==> src/rtl/router_pkt_tx_pkg.sv <==
// Shared definitions for the router packet transmitter: FSM states, field widths
// and request/header helpers.
package router_pkg;

  typedef enum logic [2:0] {
    S_IDLE,
    S_LOAD,
    S_HEADER,
    S_PAYLOAD,
    S_PARITY,
    S_GAP
  } state_t;

  localparam int ADDR_W    = 2;
  localparam int LEN_W     = 6;
  localparam int DATA_W    = 8;
  localparam int PTR_W     = 6;
  localparam int MAX_LEN   = 63;
  localparam int BUF_DEPTH = MAX_LEN + 1;

  localparam logic [ADDR_W-1:0] ADDR_INVALID = 2'b11;

  // Port 3 does not exist on the router and a zero-length packet carries nothing.
  function automatic logic isValidReq(input logic [ADDR_W-1:0] addr,
                                      input logic [LEN_W-1:0]  len);
    return (addr != ADDR_INVALID) && (len != '0);
  endfunction

  function automatic logic [DATA_W-1:0] makeHeader(input logic [LEN_W-1:0]  len,
                                                   input logic [ADDR_W-1:0] addr);
    return {len, addr};
  endfunction

endpackage

==> src/rtl/router_pkt_tx_if.sv <==
// Request, payload and router-side signals of the packet transmitter.
// The master side drives requests, payload and busy; the slave is the transmitter.
interface router_pkt_tx_if;
  import router_pkg::*;

  logic              req_valid;
  logic [ADDR_W-1:0] req_addr;
  logic [LEN_W-1:0]  req_len;
  logic              req_ready;
  logic              req_rej;
  logic              pl_valid;
  logic [DATA_W-1:0] pl_data;
  logic              pl_ready;
  logic              busy;
  logic              pkt_valid;
  logic [DATA_W-1:0] data_out;
  logic              pkt_done;

  modport master (
    output req_valid, req_addr, req_len, pl_valid, pl_data, busy,
    input  req_ready, req_rej, pl_ready, pkt_valid, data_out, pkt_done
  );

  modport slave (
    input  req_valid, req_addr, req_len, pl_valid, pl_data, busy,
    output req_ready, req_rej, pl_ready, pkt_valid, data_out, pkt_done
  );

endinterface

==> src/rtl/router_pkt_tx_buf.sv <==
// 64x8 simple dual-port payload buffer: one synchronous write port and one
// asynchronous read port, so the transmitter can register the byte it reads.
module router_pkt_buf
  import router_pkg::*;
(
  input  logic              clock,
  input  logic              i_wrEn,
  input  logic [PTR_W-1:0]  i_wrAddr,
  input  logic [DATA_W-1:0] i_wrData,
  input  logic [PTR_W-1:0]  i_rdAddr,
  output logic [DATA_W-1:0] o_rdData
);

  logic [DATA_W-1:0] r_mem [BUF_DEPTH];

  // Contents are left untouched by reset; a packet is always fully rewritten before use.
  always_ff @(posedge clock) begin
    if (i_wrEn) begin
      r_mem[i_wrAddr] <= i_wrData;
    end
  end

  assign o_rdData = r_mem[i_rdAddr];

endmodule

==> src/rtl/router_pkt_tx.sv <==
// Router packet transmitter: buffers a requested payload, then streams header,
// payload and XOR parity into the router, holding each byte while busy is high.
module router_pkt_tx
  import router_pkg::*;
#(
  parameter int IDLE_GAP = 2
) (
  input logic            clock,
  input logic            reset,
  router_pkt_tx_if.slave bus
);

  localparam logic [15:0] GAP_LAST = (IDLE_GAP > 0) ? 16'(IDLE_GAP - 1) : 16'd0;

  state_t            r_state;
  logic [ADDR_W-1:0] r_addr;
  logic [LEN_W-1:0]  r_len;
  logic [PTR_W-1:0]  r_wrPtr;
  logic [PTR_W-1:0]  r_rdPtr;
  logic [DATA_W-1:0] r_parity;
  logic [DATA_W-1:0] r_dataOut;
  logic [15:0]       r_gapCnt;
  logic              r_reqReady;
  logic              r_reqRej;
  logic              r_plReady;
  logic              r_pktValid;
  logic              r_pktDone;

  logic              w_wrEn;
  logic              w_accept;
  logic [DATA_W-1:0] w_rdData;

  assign w_wrEn   = r_plReady & bus.pl_valid;
  assign w_accept = ~bus.busy;

  router_pkt_buf u_buf (
    .clock    (clock),
    .i_wrEn   (w_wrEn),
    .i_wrAddr (r_wrPtr),
    .i_wrData (bus.pl_data),
    .i_rdAddr (r_rdPtr),
    .o_rdData (w_rdData)
  );

  // r_rdPtr always points at the next payload byte to load into data_out, so the
  // last payload byte is on the wire once r_rdPtr has caught up with r_len.
  always_ff @(posedge clock or posedge reset) begin
    if (reset) begin
      r_state    <= S_IDLE;
      r_addr     <= '0;
      r_len      <= '0;
      r_wrPtr    <= '0;
      r_rdPtr    <= '0;
      r_parity   <= '0;
      r_dataOut  <= '0;
      r_gapCnt   <= '0;
      r_reqReady <= 1'b1;
      r_reqRej   <= 1'b0;
      r_plReady  <= 1'b0;
      r_pktValid <= 1'b0;
      r_pktDone  <= 1'b0;
    end else begin
      r_reqRej  <= 1'b0;
      r_pktDone <= 1'b0;
      unique case (r_state)
        S_IDLE: begin
          if (bus.req_valid) begin
            if (isValidReq(bus.req_addr, bus.req_len)) begin
              r_addr     <= bus.req_addr;
              r_len      <= bus.req_len;
              r_wrPtr    <= '0;
              r_rdPtr    <= '0;
              r_parity   <= '0;
              r_reqReady <= 1'b0;
              r_plReady  <= 1'b1;
              r_state    <= S_LOAD;
            end else begin
              r_reqRej <= 1'b1;
            end
          end
        end
        S_LOAD: begin
          if (w_wrEn) begin
            r_wrPtr <= r_wrPtr + 1'b1;
            if (r_wrPtr == r_len - 1'b1) begin
              r_plReady  <= 1'b0;
              r_pktValid <= 1'b1;
              r_dataOut  <= makeHeader(r_len, r_addr);
              r_state    <= S_HEADER;
            end
          end
        end
        S_HEADER: begin
          if (w_accept) begin
            r_parity  <= r_parity ^ r_dataOut;
            r_dataOut <= w_rdData;
            r_rdPtr   <= r_rdPtr + 1'b1;
            r_state   <= S_PAYLOAD;
          end
        end
        S_PAYLOAD: begin
          if (w_accept) begin
            r_parity <= r_parity ^ r_dataOut;
            if (r_rdPtr == r_len) begin
              r_pktValid <= 1'b0;
              r_dataOut  <= r_parity ^ r_dataOut;
              r_state    <= S_PARITY;
            end else begin
              r_dataOut <= w_rdData;
              r_rdPtr   <= r_rdPtr + 1'b1;
            end
          end
        end
        S_PARITY: begin
          if (w_accept) begin
            r_pktDone <= 1'b1;
            r_dataOut <= '0;
            if (IDLE_GAP == 0) begin
              r_reqReady <= 1'b1;
              r_state    <= S_IDLE;
            end else begin
              r_gapCnt <= '0;
              r_state  <= S_GAP;
            end
          end
        end
        S_GAP: begin
          if (r_gapCnt == GAP_LAST) begin
            r_reqReady <= 1'b1;
            r_state    <= S_IDLE;
          end else begin
            r_gapCnt <= r_gapCnt + 16'd1;
          end
        end
        default: begin
          r_reqReady <= 1'b1;
          r_state    <= S_IDLE;
        end
      endcase
    end
  end

  assign bus.req_ready = r_reqReady;
  assign bus.req_rej   = r_reqRej;
  assign bus.pl_ready  = r_plReady;
  assign bus.pkt_valid = r_pktValid;
  assign bus.data_out  = r_dataOut;
  assign bus.pkt_done  = r_pktDone;

endmodule

==> src/flat_wrapper.sv <==
// flat-port wrapper written by rule: the top's interface ports become plain ports
module router_pkt_tx_flat import router_pkg::*;
#(
  parameter int IDLE_GAP = 2
)
  (clock, reset, bus_req_valid, bus_req_addr, bus_req_len, bus_pl_valid, bus_pl_data, bus_busy, bus_req_ready, bus_req_rej, bus_pl_ready, bus_pkt_valid, bus_data_out, bus_pkt_done);
  router_pkt_tx_if bus_i ();
  input logic clock;
  input logic reset;
  input wire logic [$bits(bus_i.req_valid)-1:0] bus_req_valid;
  input wire logic [$bits(bus_i.req_addr)-1:0] bus_req_addr;
  input wire logic [$bits(bus_i.req_len)-1:0] bus_req_len;
  input wire logic [$bits(bus_i.pl_valid)-1:0] bus_pl_valid;
  input wire logic [$bits(bus_i.pl_data)-1:0] bus_pl_data;
  input wire logic [$bits(bus_i.busy)-1:0] bus_busy;
  output wire logic [$bits(bus_i.req_ready)-1:0] bus_req_ready;
  output wire logic [$bits(bus_i.req_rej)-1:0] bus_req_rej;
  output wire logic [$bits(bus_i.pl_ready)-1:0] bus_pl_ready;
  output wire logic [$bits(bus_i.pkt_valid)-1:0] bus_pkt_valid;
  output wire logic [$bits(bus_i.data_out)-1:0] bus_data_out;
  output wire logic [$bits(bus_i.pkt_done)-1:0] bus_pkt_done;
  assign bus_i.req_valid = bus_req_valid;
  assign bus_i.req_addr = bus_req_addr;
  assign bus_i.req_len = bus_req_len;
  assign bus_i.pl_valid = bus_pl_valid;
  assign bus_i.pl_data = bus_pl_data;
  assign bus_i.busy = bus_busy;
  assign bus_req_ready = bus_i.req_ready;
  assign bus_req_rej = bus_i.req_rej;
  assign bus_pl_ready = bus_i.pl_ready;
  assign bus_pkt_valid = bus_i.pkt_valid;
  assign bus_data_out = bus_i.data_out;
  assign bus_pkt_done = bus_i.pkt_done;
  router_pkt_tx #(.IDLE_GAP(IDLE_GAP)) u_core (.clock(clock), .reset(reset), .bus(bus_i));
endmodule
==> config.mk <==
export PLATFORM = sky130hd
export DESIGN_NAME = router_pkt_tx_flat
export DESIGN_NICKNAME = d
export VERILOG_FILES = /design/src/rtl/router_pkt_tx_pkg.sv /design/src/rtl/router_pkt_tx_if.sv /design/src/rtl/router_pkt_tx_buf.sv /design/src/rtl/router_pkt_tx.sv /design/src/flat_wrapper.sv
export SDC_FILE = /design/constraint.sdc
export NUM_CORES = 1
export LEC_CHECK = 0
export CAP_MARGIN = 15
export CORE_MARGIN = 3
export CORE_UTILIZATION = 35
export DETAILED_ROUTE_END_ITERATION = 10
export PLACE_DENSITY = 0.57
export SLEW_MARGIN = 20
export SYNTH_ARGS = -nofsm -noshare
export SYNTH_HDL_FRONTEND = slang
export SYNTH_SLANG_ARGS = --single-unit
==> constraint.sdc <==
create_clock -name clock -period 3.24 [get_ports clock]
set_clock_uncertainty 0.05 [all_clocks]
set_input_delay 0.324 -clock clock [delete_from_list [all_inputs] [get_ports clock]]
set_output_delay 0.324 -clock clock [all_outputs]
set_load 0.05 [all_outputs]
======== Yosys cells after proc, flatten, opt, wreduce, memory -nomap -nowiden ========
Memory sizes are Yosys's and may differ from the RTL's.
Index checks and enable logic that the tools add are counted.
word-level totals
  flip-flop bits (word level) ............. 60
  bits in writable memories ............... 512
  input bits .............................. 21
  output and inout bits ................... 13
  word-level logic and storage cells ...... 116
  memories kept ........................... 1
cells by class
  add/sub/neg operators ................... 4
  eq/ne operators ......................... 21
  muxes and demuxes ....................... 53
  bitwise operators ....................... 3
  reductions and logical operators ........ 21
memories
  memory              words  bits a word  rd ports  clocked after Yosys merged registers in  write ports  RTL line                 text
  u_core.u_buf.r_mem  64     8            1         0                                        1            router_pkt_tx_buf.sv:14  logic [DATA_W-1:0] r_mem [BUF_DEPTH];
operator list
  operator                                                          count
  8-bit 2-to-1 mux                                                  9
  6-bit 2-to-1 mux                                                  6
  16-bit 2-to-1 mux                                                 2
  16-bit case mux with 2 select lines                               1
  8-bit case mux with 4 select lines                                1
  3-bit 2-to-1 mux                                                  9
  1-bit 2-to-1 mux                                                  18
  2-bit != test, second input constant                              9
  3-bit case mux with 6 select lines                                1
  6-bit case mux with 3 select lines                                1
  16-bit by 1-bit adder with 16-bit output, second input constant   1
  16-bit by 1-bit == test with 1-bit output, second input constant  1
  8-bit case mux with 2 select lines                                1
  6-bit by 1-bit adder with 6-bit output, second input constant     2
  6-bit == test                                                     2
  6-bit case mux with 2 select lines                                1
  4-bit AND reduction                                               3
  6-bit AND reduction                                               2
  5-bit AND reduction                                               2
  9-bit AND reduction                                               1
  2-bit by 1-bit != test with 1-bit output, second input constant   4
  2-bit nonzero test                                                4
  8-bit bitwise XOR                                                 1
  3-bit by 2-bit == test with 1-bit output, second input constant   2
  other kinds (15)                                                  18

======== Longest topological paths before layout ========
  depth in word-level cells ............... 5
  mapped depth ............................ 11
  depth with buffers taken out ............ 8

======== By module ========
From an unflattened synthesis, not the netlist that was laid out.
second synthesis, totals
  cells, all modules ...................... 1,299
  area, all modules ....................... 23,382.4 µm²
by module, submodules not included
  module          times used  cells each  area an instance (µm²)  seq. area each (µm²)
  router_pkt_buf  1           932         20,006.7                15,374.7
  router_pkt_tx   1           367         3,375.7                 1,502.7

======== Worst setup path before layout ========
Ideal clock, no wire load.
  path kind ............................... reg2reg
  start ................................... register u_core.r_len[0]
  end ..................................... register u_core.r_dataOut[0], in the netlist u_core.bus.data_out[0]
  library setup time ...................... 0.121 ns
  arrival ................................. 2.500 ns
  data required time ...................... 3.069 ns
  path slack .............................. 0.569 ns
  cell stages (with the launch flop) ...... 11
  path buffers ............................ 2
  period minus slack after synthesis ...... 2.671 ns
  path through ............................ dfrtp_1 -> clkbuf_1 -> inv_1 -> ha_1 -> nor2b_1 -> or3_1 -> a31o_1 -> or4b_4 -> and2_4 -> buf_6 -> a22o_1
between the ends
  word-level cells in the longest chain between the ends .. 4
  elaborated cells on any way between the ends .. 8
  classes of those cells .................. add/sub: 1; eq/ne: 3; mux: 3; reduce/logical: 1
RTL lines
  item                                                                                           RTL line                                   text
  start: declaration                                                                             router_pkt_tx.sv:17                        logic [LEN_W-1:0] r_len;
  start signal: assignment                                                                       router_pkt_tx.sv:70                        r_len <= bus.req_len;
  6-bit by 1-bit subtractor with 6-bit output / 6-bit == test (equally long branches)            router_pkt_tx.sv:85, router_pkt_tx.sv:104
  6-bit == test / 8-bit 2-to-1 mux (equally long branches)                                       router_pkt_tx.sv:85, router_pkt_tx.sv:104
  2-bit by 1-bit != test with 1-bit output (no line) / 8-bit 2-to-1 mux (equally long branches)  --
  6-bit AND reduction (no line) / 8-bit case mux with 4 select lines (equally long branches)     --
  end signal: assignment                                                                         router_pkt_tx.sv:88                        r_dataOut <= makeHeader(r_len, r_addr);
  end signal: assignment                                                                         router_pkt_tx.sv:96                        r_dataOut <= w_rdData;
  end signal: assignment                                                                         router_pkt_tx.sv:106                       r_dataOut <= r_parity ^ r_dataOut;
  end: declaration                                                                               router_pkt_tx.sv:21                        logic [DATA_W-1:0] r_dataOut;
Parallel ways exist; a longest one is shown, timed or not. The select of a mux whose other input is x is not followed.
A chain may end at the register's enable or synchronous reset.

======== Final worst setup path ========
  start ................................... register u_core.r_rdPtr[2]
  end ..................................... register u_core.r_dataOut[3], in the netlist u_core.bus.data_out[3]
between the ends
  word-level cells in the longest chain between the ends .. 4
  elaborated cells on any way between the ends .. 6
  classes of those cells .................. eq/ne: 1; mux: 4; memory: 1
RTL lines
  item                                                       RTL line              text
  start: declaration                                         router_pkt_tx.sv:19   logic [PTR_W-1:0] r_rdPtr;
  start signal: assignment                                   router_pkt_tx.sv:97   r_rdPtr <= r_rdPtr + 1'b1;
  start signal: assignment                                   router_pkt_tx.sv:110  r_rdPtr <= r_rdPtr + 1'b1;
  memory 64 x 8 bit / 6-bit == test (equally long branches)  --
  8-bit 2-to-1 mux                                           router_pkt_tx.sv:104  if (r_rdPtr == r_len) begin
  8-bit 2-to-1 mux                                           router_pkt_tx.sv:102  if (w_accept) begin
  8-bit case mux with 4 select lines (*)                     router_pkt_tx.sv:65   unique case (r_state)
  end signal: assignment                                     router_pkt_tx.sv:96
  end signal: assignment                                     router_pkt_tx.sv:106
  end signal: assignment                                     router_pkt_tx.sv:109  r_dataOut <= w_rdData;
Mark *: on every way between the ends. The rest lies on a longest branch, timed or not. The select of a mux whose other input is x is not followed.

==> results.txt <==
The via count of the first global-routing pass came out at 12602. The tree is rooted in a sky130_fd_sc_hd__clkbuf_16. The detailed placement HPWL came out at 36600 µm.

After detailed routing, the average wire length per cell comes to 23.9 µm. The global-route usage over all layers came out at 16.1%. The net count of the mapped netlist came out at 1322. The count of max-cap constraint violations is 0. The global-route wire length before repair came out at 84200 µm.

Setup violations remaining at the end of the flow were counted as 0. The clock net sink count is 572. The register clock-pin slew on the reported worst setup and hold paths is 0.06 ns. The fill cell total of the finished layout came out at 5794. The share of the clock period used by the worst path is 95.6%. The most prevalent standard cell on the critical path is sky130_fd_sc_hd__a22o_1. In this run the critical register-to-register path is captured at u_core.bus.data_out[3]. The leakage dissipation is 9.08 nW.

The number of max-slew violations in the final report came out at 0. The ratio of cells with drive above 1 in the final layout is 24.4%. The number of failing hold endpoints at the final stage came out at 0. For this run, design rule violations remaining after detail routing come to 0. The post-synthesis average cell area is 18.0 µm². The critical path is of the reg -> reg type. The initial antenna violation count is 2. The synthesis-to-layout area growth is 17.1%. The number of levels in the clock H-tree is 2. The total standard cell area after synthesis came out at 23300 µm².

The signal on the critical path passes through buf_12 -> mux4_2 -> a22o_1 -> a2111oi_0 -> o41a_1 -> o211ai_1 -> a22o_1. The worst setup path is launched from a register. The routed wire length came out at 56600 µm. The run finished with clean final reports.

The highest clock frequency the design can meet came out at 323 MHz. The number of nets at the end of the flow came out at 1487. The initialized floorplan defines 93 standard-cell rows. The launch point of the worst reg-to-reg path is u_core.r_rdPtr[2]. The worst reg-to-reg path cell count is 7. Setup repair after global routing left no endpoint under its margin. The minimum clock period after layout came out at 3.10 ns. The worst max-slew margin expressed relative to the limit is 32.8%. The sum of overflow across all layers after global routing is 0. The type of the most critical hold path is in -> async. The die span in y came out at 264 µm. The post-route non-filler standard cell count is 2363.

In this run the horizontal extent of the chip is 264 µm. Hold timing on the final database bottoms out at a slack of 0.145 ns. After detailed placement, the design holds a cell count of 2257. Counting every instance in the synthesized netlist gives 1296. The count of cell types in the netlist is 73. The total via count in the routed design is 12560.

The cell area power density is 806 nW/µm². The largest fanout of any net on the critical path came out at 23. The data required time at the worst endpoint came out at 3.71 ns. The number of synthesized flops with an enable pin is 512.

The register-to-register path setup slack came out at 0.14 ns. The flop and latch count out of synthesis is 572. The count of synthesis-stage warnings from yosys is 0. The number of I/O port buffers is 33. The detailed router finished its first iteration with 1179 violations.

At the pin with the least slew margin, the transition time is 1.01 ns. The setup fix buffers added after clock tree synthesis came out at 0. TritonCTS built the clock tree. The slowest stage of the critical path belongs to the cell sky130_fd_sc_hd__dfrtp_2.

Tracing the worst setup path back leads to its startpoint at u_core.r_rdPtr[2]. The worst setup path is captured at a register. The number of nets with antenna violations after detailed routing is 0. Dividing the detail-routed via count by the number of cells gives 5.32. The maximum number of pins on one net before global-route repair is 47. On the worst path, the slowest cell contributes a delay of 0.80 ns. Buffers inserted to repair hold after CTS numbered 0. The worst supply voltage drop on vdd came out at 0.000448 V. The sequential cell area fraction in the yosys report is 72.4%. The starting density of the core is 35.8%. After synthesis, the share of flip-flops with an asynchronous set or reset is 10.5%. The core area came out at 65200 µm².

The number of buffers created by CTS is 57. The clock latency reported for the late side of the worst-skew pair is 0.63 ns. The number of top-level pins came out at 34.

The die footprint came out at 69800 µm². The deepest clock path buffer count is 3. The final RePlAce weighted congestion came out at 0.839.

The total iterations of the first detailed-routing run came out at 5. The most used flip-flop cell after synthesis is sky130_fd_sc_hd__edfxtp_1. Data on the critical path arrives at its endpoint at 3.56 ns.
## per-layer routing
metal	wire, µm	global-route usage, %	vias to the layer above
met2	26000	24.8	379
met3	3770	3.85	86
met4	1500	4.85	2
met5	7	0	-
met1	25300	22.8	6535
li1	-	-	5558
## sequential cells by signal, indices dropped and copies added, names as in the netlist, 2 cells and up
| name | cells |
|---|---|
| u_core.r_len | 6 |
| u_core.r_gapCnt | 16 |
| u_core.r_state | 3 |
| u_core.r_addr | 2 |
| u_core.r_wrPtr | 6 |
| u_core.bus.data_out | 8 |
| u_core.r_rdPtr | 6 |
| u_core.r_parity | 8 |
| u_core.u_buf.r_mem | 512 |
## cells in the final DEF, fill, tap and decap left out, types with 6 or more instances in the layout
cell / count
sky130_fd_sc_hd__a2111oi_0: 13
sky130_fd_sc_hd__a2111oi_1: 7
sky130_fd_sc_hd__a21oi_1: 23
sky130_fd_sc_hd__a22o_1: 29
sky130_fd_sc_hd__a22oi_1: 12
sky130_fd_sc_hd__and2_1: 6
sky130_fd_sc_hd__buf_12: 9
sky130_fd_sc_hd__buf_2: 8
sky130_fd_sc_hd__buf_4: 140
sky130_fd_sc_hd__bufinv_16: 8
sky130_fd_sc_hd__clkbuf_1: 17
sky130_fd_sc_hd__clkbuf_16: 57
sky130_fd_sc_hd__clkdlybuf4s50_1: 25
sky130_fd_sc_hd__clkinv_2: 12
sky130_fd_sc_hd__dfrtp_1: 56
sky130_fd_sc_hd__edfxtp_1: 512
sky130_fd_sc_hd__inv_1: 8
sky130_fd_sc_hd__mux2_2: 8
sky130_fd_sc_hd__mux2i_1: 64
sky130_fd_sc_hd__mux4_2: 94
sky130_fd_sc_hd__nand2_1: 44
sky130_fd_sc_hd__nand3_1: 16
sky130_fd_sc_hd__nand4_1: 10
sky130_fd_sc_hd__nor2_1: 108
sky130_fd_sc_hd__nor3_1: 7
sky130_fd_sc_hd__nor4_1: 10
sky130_fd_sc_hd__o211ai_1: 6
sky130_fd_sc_hd__o21ai_0: 22
sky130_fd_sc_hd__o221ai_1: 12
sky130_fd_sc_hd__o22ai_1: 20
sky130_fd_sc_hd__xnor2_1: 23
sky130_fd_sc_hd__xor2_1: 20
## cell type report
cell class	instances	area (µm²)	share of cell area, %
antenna	1	2.50	0.00917
clock buffer	74	1490	5.46
clock inverter	31	417	1.53
inverter	11	41.3	0.151
multi-input combinational	637	5870	21.5
sequential	572	16900	61.9
tap	855	1070	3.92
timing repair buffer	182	1520	5.57
## synth_stat cells (3+ instances only)
cell                        number  area share [%]
sky130_fd_sc_hd__xor2_1         20            0.75
sky130_fd_sc_hd__buf_12          3            0.26
sky130_fd_sc_hd__o221ai_1       12            0.45
sky130_fd_sc_hd__o21ai_0        22            0.47
sky130_fd_sc_hd__nand2b_1        4            0.11
sky130_fd_sc_hd__edfxtp_1      512              66
sky130_fd_sc_hd__nor2b_1         6            0.16
sky130_fd_sc_hd__buf_2           8            0.17
sky130_fd_sc_hd__a21o_1          3           0.097
sky130_fd_sc_hd__mux2_2          8            0.39
sky130_fd_sc_hd__mux2i_1        64             2.7
sky130_fd_sc_hd__inv_1           9            0.14
sky130_fd_sc_hd__o31a_1          3            0.11
sky130_fd_sc_hd__ha_1            5            0.27
sky130_fd_sc_hd__a2111oi_1       6            0.26
sky130_fd_sc_hd__and2_1          6            0.16
sky130_fd_sc_hd__a221o_1         3            0.13
sky130_fd_sc_hd__nand4_1        10            0.27
sky130_fd_sc_hd__buf_4           7            0.23
sky130_fd_sc_hd__o31ai_1         3           0.097
sky130_fd_sc_hd__mux4_2         94             9.1
sky130_fd_sc_hd__nand2_1        44            0.71
sky130_fd_sc_hd__nor2_1        109             1.8
sky130_fd_sc_hd__a211oi_1        3           0.097
sky130_fd_sc_hd__clkbuf_8        5            0.30
sky130_fd_sc_hd__nor3_1          8            0.17
sky130_fd_sc_hd__nand3b_1        4            0.13
sky130_fd_sc_hd__a22o_1         29             1.1
sky130_fd_sc_hd__nor4b_1         3            0.11
sky130_fd_sc_hd__a2111oi_0      15            0.56
sky130_fd_sc_hd__nor4_1         11            0.30
sky130_fd_sc_hd__and3_1          3           0.080
sky130_fd_sc_hd__o211ai_1        6            0.19
sky130_fd_sc_hd__a22oi_1        12            0.39
sky130_fd_sc_hd__dfrtp_1        59             6.3
sky130_fd_sc_hd__nand3_1        16            0.34
sky130_fd_sc_hd__xnor2_1        23            0.86
sky130_fd_sc_hd__buf_6          16            0.77
sky130_fd_sc_hd__o41a_1          3            0.14
sky130_fd_sc_hd__a21oi_1        23            0.49
sky130_fd_sc_hd__clkbuf_1       34            0.55
sky130_fd_sc_hd__o22ai_1        20            0.54
sky130_fd_sc_hd__a2111o_1        4            0.19
## power by group
part	internal, mW	switching, mW	leakage (nW)
Clock	3.90	2.80	0.925
Sequential	8.35	0.505	5.34
Combinational	2.88	3.57	2.82
## critical path: cells and delay by family (launching register included)
family,cells,cell delay (ns)
flip-flops,1,0.80
multiplexers,1,0.31
AO/OA/AOI/OAI,5,1.56
buffers and inverters,1,0.26
## worst max path at each step
stage,cells after the start,slack (ns),endpoint
final,7,0.14,u_core.bus.data_out[3]
after global routing,8,0.06,u_core.bus.data_out[6]
after CTS,9,0.09,u_core.bus.data_out[1]
after detailed placement,9,-0.002,u_core.bus.data_out[1]
after global placement,9,0.04,u_core.bus.data_out[4]
after floorplan,10,0.57,u_core.bus.data_out[0]
## through the flow
step / power, mW / setup TNS [ns] / setup WS, ns / instance area (µm²) / utilization (%)
6_report: 22.0 / 0 / 0.143 / 27300 / 41.9
3_3_place_gp: 15.4 / 0 / 0.0417 / 25400 / 38.9
3_5_place_dp: 15.5 / -0.00189 / -0.00189 / 25400 / 38.9
2_1_floorplan: 13.2 / 0 / 0.569 / 23300 / -
4_1_cts: 22.2 / 0 / 0.0871 / 27300 / 41.9
5_1_grt: 23.0 / 0 / 0.0591 / 27300 / 41.9
## cell families (layout without fill, tap and decap cells)
logic type,Yosys count,after routing,share of synthesized area [%]
mux,168,168,12.4
buf+inv,87,298,2.54
simple gates,242,242,4.98
xor+xnor,43,43,1.62
fa+ha+maj,5,5,0.268
other cells,0,1,0
compound gates,179,179,5.78
flops,572,572,72.4
## timing repair
| action | 4_1_cts | 5_1_grt |
|---|---|---|
| endpoints found under the setup margin | 2 | 1 |
| resized for setup | 2 | 1 |
| pin swaps | 0 | 0 |
Power figures use the tool's default switching activity.
